==> src/rtl/pipeline_hazard_ctrl.sv <==
// Hazard and flow-control unit for a 5-stage RISC-V pipeline: stalls, flushes,
// EX operand-forwarding selects, halt/drain sequencing and saturating event counters.
module pipeline_hazard_ctrl #(
    parameter int REG_W        = 5,
    parameter int CNT_W        = 32,
    parameter int FWD_EN       = 1,
    parameter int BRANCH_STAGE = 3
) (
    input  logic             clk,
    input  logic             rst,
    input  logic [REG_W-1:0] id_rs1,
    input  logic [REG_W-1:0] id_rs2,
    input  logic             id_rs1_used,
    input  logic             id_rs2_used,
    input  logic [REG_W-1:0] ex_rs1,
    input  logic [REG_W-1:0] ex_rs2,
    input  logic             ex_valid,
    input  logic [REG_W-1:0] ex_rd,
    input  logic             ex_regwrite,
    input  logic             ex_memread,
    input  logic             mem_valid,
    input  logic [REG_W-1:0] mem_rd,
    input  logic             mem_regwrite,
    input  logic             wb_valid,
    input  logic [REG_W-1:0] wb_rd,
    input  logic             wb_regwrite,
    input  logic             redirect,
    input  logic             mem_busy,
    input  logic             halt_req,
    input  logic             resume,
    output logic             pc_en,
    output logic             ifid_en,
    output logic             ifid_flush,
    output logic             idex_flush,
    output logic             exmem_flush,
    output logic [1:0]       fwd_a,
    output logic [1:0]       fwd_b,
    output logic             halted,
    output logic [CNT_W-1:0] stall_cnt,
    output logic [CNT_W-1:0] flush_cnt,
    output logic [CNT_W-1:0] busy_cnt
);

    localparam logic [1:0] FWD_RF  = 2'b00;
    localparam logic [1:0] FWD_WB  = 2'b01;
    localparam logic [1:0] FWD_MEM = 2'b10;

    typedef enum logic [1:0] {
        MODE_RUN,
        MODE_DRAIN,
        MODE_HALTED
    } mode_e;

    mode_e            mode_q;
    logic             halted_q;
    logic [CNT_W-1:0] stall_cnt_q, stall_cnt_d;
    logic [CNT_W-1:0] flush_cnt_q, flush_cnt_d;
    logic [CNT_W-1:0] busy_cnt_q,  busy_cnt_d;

    // x0 is hard-wired to zero, so a write to it never produces a dependency.
    function automatic logic writes_reg(input logic valid, input logic regwrite,
                                        input logic [REG_W-1:0] rd,
                                        input logic [REG_W-1:0] rs);
        return valid && regwrite && (rd != '0) && (rd == rs);
    endfunction

    function automatic logic [CNT_W-1:0] sat_inc(input logic [CNT_W-1:0] c);
        return (c == '1) ? c : c + CNT_W'(1);
    endfunction

    logic ex_dep, mem_dep, wb_dep;
    logic hazard;
    logic stall_ev, flush_ev, busy_ev;

    always_comb begin
        ex_dep  = (id_rs1_used && writes_reg(ex_valid, ex_regwrite, ex_rd, id_rs1)) ||
                  (id_rs2_used && writes_reg(ex_valid, ex_regwrite, ex_rd, id_rs2));
        mem_dep = (id_rs1_used && writes_reg(mem_valid, mem_regwrite, mem_rd, id_rs1)) ||
                  (id_rs2_used && writes_reg(mem_valid, mem_regwrite, mem_rd, id_rs2));
        wb_dep  = (id_rs1_used && writes_reg(wb_valid, wb_regwrite, wb_rd, id_rs1)) ||
                  (id_rs2_used && writes_reg(wb_valid, wb_regwrite, wb_rd, id_rs2));
        // Without forwarding, any in-flight producer of a used source must retire first.
        if (FWD_EN != 0) hazard = ex_memread && ex_dep;
        else             hazard = ex_dep || mem_dep || wb_dep;
    end

    always_comb begin
        fwd_a = FWD_RF;
        fwd_b = FWD_RF;
        if (FWD_EN != 0) begin
            if (writes_reg(mem_valid, mem_regwrite, mem_rd, ex_rs1))    fwd_a = FWD_MEM;
            else if (writes_reg(wb_valid, wb_regwrite, wb_rd, ex_rs1))  fwd_a = FWD_WB;
            if (writes_reg(mem_valid, mem_regwrite, mem_rd, ex_rs2))    fwd_b = FWD_MEM;
            else if (writes_reg(wb_valid, wb_regwrite, wb_rd, ex_rs2))  fwd_b = FWD_WB;
        end
    end

    // NOTE: every output gets a default before the priority chain so no path can infer a latch.
    always_comb begin
        pc_en       = 1'b0;
        ifid_en     = 1'b0;
        ifid_flush  = 1'b0;
        idex_flush  = 1'b0;
        exmem_flush = 1'b0;
        if (mem_busy) begin
            // Full freeze: redirect and hazard are re-evaluated once memory releases.
        end else if (redirect) begin
            pc_en       = (mode_q == MODE_RUN);
            ifid_en     = 1'b1;
            ifid_flush  = 1'b1;
            idex_flush  = 1'b1;
            exmem_flush = (BRANCH_STAGE == 3);
        end else if (hazard) begin
            idex_flush  = 1'b1;
        end else if (mode_q != MODE_RUN) begin
            ifid_en     = 1'b1;
            ifid_flush  = 1'b1;
        end else begin
            pc_en       = 1'b1;
            ifid_en     = 1'b1;
        end
    end

    always_comb begin
        busy_ev  = (mode_q != MODE_HALTED) && mem_busy;
        flush_ev = (mode_q != MODE_HALTED) && !mem_busy && redirect;
        stall_ev = (mode_q != MODE_HALTED) && !mem_busy && !redirect && hazard;
        stall_cnt_d = stall_ev ? sat_inc(stall_cnt_q) : stall_cnt_q;
        flush_cnt_d = flush_ev ? sat_inc(flush_cnt_q) : flush_cnt_q;
        busy_cnt_d  = busy_ev  ? sat_inc(busy_cnt_q)  : busy_cnt_q;
    end

    // NOTE: state registers use non-blocking assignments so all flops sample pre-edge values.
    always_ff @(posedge clk or posedge rst) begin
        if (rst) begin
            mode_q   <= MODE_RUN;
            halted_q <= 1'b0;
        end else begin
            case (mode_q)
                MODE_RUN: begin
                    if (halt_req && !mem_busy) mode_q <= MODE_DRAIN;
                end
                MODE_DRAIN: begin
                    if (!ex_valid && !mem_valid && !wb_valid && !mem_busy) begin
                        mode_q   <= MODE_HALTED;
                        halted_q <= 1'b1;
                    end
                end
                MODE_HALTED: begin
                    if (resume) begin
                        mode_q   <= MODE_RUN;
                        halted_q <= 1'b0;
                    end
                end
                default: begin
                    mode_q   <= MODE_RUN;
                    halted_q <= 1'b0;
                end
            endcase
        end
    end

    always_ff @(posedge clk or posedge rst) begin
        if (rst) begin
            stall_cnt_q <= '0;
            flush_cnt_q <= '0;
            busy_cnt_q  <= '0;
        end else begin
            stall_cnt_q <= stall_cnt_d;
            flush_cnt_q <= flush_cnt_d;
            busy_cnt_q  <= busy_cnt_d;
        end
    end

    assign halted    = halted_q;
    assign stall_cnt = stall_cnt_q;
    assign flush_cnt = flush_cnt_q;
    assign busy_cnt  = busy_cnt_q;

endmodule

==> config.mk <==
export PLATFORM = sky130hd
export DESIGN_NAME = pipeline_hazard_ctrl
export DESIGN_NICKNAME = d
export VERILOG_FILES = /design/src/rtl/pipeline_hazard_ctrl.sv
export SDC_FILE = /design/constraint.sdc
export NUM_CORES = 1
export LEC_CHECK = 0
export ABC_AREA = 1
export CORE_MARGIN = 2
export CORE_UTILIZATION = 55
export DETAILED_ROUTE_END_ITERATION = 12
export HOLD_SLACK_MARGIN = 0.1
export PLACE_DENSITY_LB_ADDON = 0.1
export SLEW_MARGIN = 5
export SYNTH_ARGS = -nofsm -noshare
export SYNTH_HDL_FRONTEND = slang
export SYNTH_SLANG_ARGS = --single-unit
==> constraint.sdc <==
create_clock -name clk -period 10.5 [get_ports clk]
set_clock_uncertainty 0.15 [all_clocks]
set_input_delay 2.1 -clock clk [delete_from_list [all_inputs] [get_ports clk]]
set_output_delay 2.1 -clock clk [all_outputs]
set_load 0.05 [all_outputs]
==> results.cfg <==
[sta]
period_minus_slack_ps = 6410
hold_viol = 0
tns_ps = 0
rsz0062_at_grt = no
hold_ws_ps = 387
worst_pin_slew_ps = 1130
max_freq_mhz = 156
max-slew-margin-rel_pct = 24.5
min_period_over_period_pct = 61.1
slew_violations = 0
setup_viol = 0

[clock_tree]
numCtsBuffers = 9
clock-sinks = 99
cts.repair.resized = 0
clock_path_buffers = 2
cts_htree_levels = 3
postCtsHoldBufs = 0
cts_tree = built
post_cts_buffers = 0
clockRootBuffer = clkbuf_16
clkSlewWorstSetupHoldPaths_ps = 70
clock_latency_ps = 350

[grt]
grt_antenna_before_repair = 0
grt_pass1_wl_um = 30100
gr-usage-all-layers_pct = 27.7
grt_pass1_vias = 6441
grt_max_degree = 81
overflow = 0

[synth]
ys_seq_area_share_pct = 35.5
avgSynthCellArea_sq_um = 6.56
synthCells = 1062
yosys_warnings = 0
synth_cell_types = 33
yosysTopAreaCell = dfrtp_1
synth_top_family_by_area = simple AND/OR/NAND/NOR gates
syn_nets = 1115
ys_ff_latch = 99
netlist_area_sq_mm = 0.00697
synthSimpleGateAreaFrac_pct = 44.1
synthTopCellsByArea = dfrtp_1 36%, nand2_1 26%, nor2_1 6.7%
yosys.area.top_type_share_pct = 35.5
synth-xor-area-share_pct = 8.79
synthMuxAreaShare_pct = 0
synth_compound_area_share_pct = 3.61
synthAdderAreaFrac_pct = 0.538

[floorplan]
dieArea_sq_mm = 0.0136
core_sq_mm = 0.0125
fp-row-count = 41
io_pins = 156
dieWidth_um = 117
die_h_um = 117
start_util_pct = 55.7

[placed_design]
dp_cells = 1372
gp_congestion = 0.923
dp_hpwl_um = 13800
portBuffers = 155

[detailed_routing]
drc = 0
drtIter0Drc = 688
wire_per_inst_um = 13.3
vias = 7083
ant_nets = 0
firstDrtPassIters = 5
wl_um = 18400
routed_via_density = 5.11

[job]
drv_cap = 0

[setup_path]
cp.required_ps = 8250
crit_fanout = 4
critPathLaunchType = primary input
crit_type = primary input to primary output
crit_arrival_ps = 4160
crit_path_end_kind = primary output

[cells_and_area]
final_cells = 1387
num_antenna_cells = 0
drive_gt1_share_pct = 4.53
layout_commonest_cell = nand2_1
most-common-layout-cells = 475 x nand2_1, 155 x clkdlybuf4s50_1, 123 x nor2_1
finish.net_count = 1264
area_growth_syn_to_layout_pct = 27.7

[pwr]
power_mw = 1.21
peakVddDrop_v = 0.000151
cellLeakagePower_nw = 4.02
power_density_mw_per_mm2 = 136

[outcome]
run_status = completed

[hold_path]
hold_class = flip-flop to flip-flop
## synth_stat cells, drive strengths merged
master / number
nand3b: 19
xor2: 46
xnor2: 24
nor4: 3
buf: 18
dfrtp: 99
nor3b: 3
ha: 3
a21oi: 3
nand4: 17
nor3: 33
o21bai: 2
inv: 96
nand2: 480
a31o: 1
clkinv: 1
nand3: 42
nor2: 134
o21ai: 38
## critical path, stage by stage
cell             delay, ps
clkdlybuf4s50_1        450
inv_1                  110
nand2_1                 50
nand2_1                 70
nor2_1                  40
nand3_1                 70
nand2_1                110
nand3_1                110
nand2_1                 90
a21oi_1                140
clkdlybuf4s50_1        820
## power by group
part,internal [mW],total [mW],switching [mW]
logic,0.134,0.393,0.259
clock network,0.196,0.344,0.148
registers,0.421,0.477,0.0564
## metrics by stage
step	setup WS, ps	utilization, %	cell area (sq um)
CTS	4100	71.1	8900
detailed placement	4100	68.7	8600
floorplan	3700	-	6970
finish	4090	71.1	8900
global route	3890	71.1	8900
global placement	4140	68.7	8600
## layer usage
metal	part of all wire, %	up-vias	track usage (%)
li1	-	3591	-
met1	44	3226	36.6
met2	48	230	46.0
met3	5.8	36	4.41
met4	2.3	0	10.4
met5	0	-	0
## final timing paths
check	depth (start not counted)	startpoint	end	slack [ps]
min in group asynchronous	2	rst	flush_cnt[11]	1890
max in group asynchronous	3	rst	stall_cnt[22]	7050
setup / recovery	11	ex_rd[3]	ifid_flush	4090
hold / removal	2	flush_cnt[19]	flush_cnt[19]	390
setup reg to reg	10	stall_cnt[0]	stall_cnt[26]	7810
hold reg to reg	2	flush_cnt[19]	flush_cnt[19]	390
## cells by family (layout without fill, tap and decap cells)
kind of cell / Yosys count / count (layout)
adder cells (fa/ha/maj): 3 / 3
flip-flops: 99 / 99
XOR/XNOR: 70 / 70
buffers and inverters: 115 / 268
AND/OR/NAND/NOR: 731 / 731
AO/OA/AOI/OAI: 44 / 44
## area by class of cell
class	count	area [sq um]
timing repair buffer	156	1560
inverter	97	367
tap	172	215
clock inverter	4	50.0
fill	1091	3610
clock buffer	11	253
multi-input combinational	848	3980
sequential	99	2480
## state kept, by name, summed over array words and instances (netlist names)
signal	cells
mode_q	2
halted	1
stall_cnt	32
busy_cnt	32
flush_cnt	32
Power figures use the tool's default switching activity.
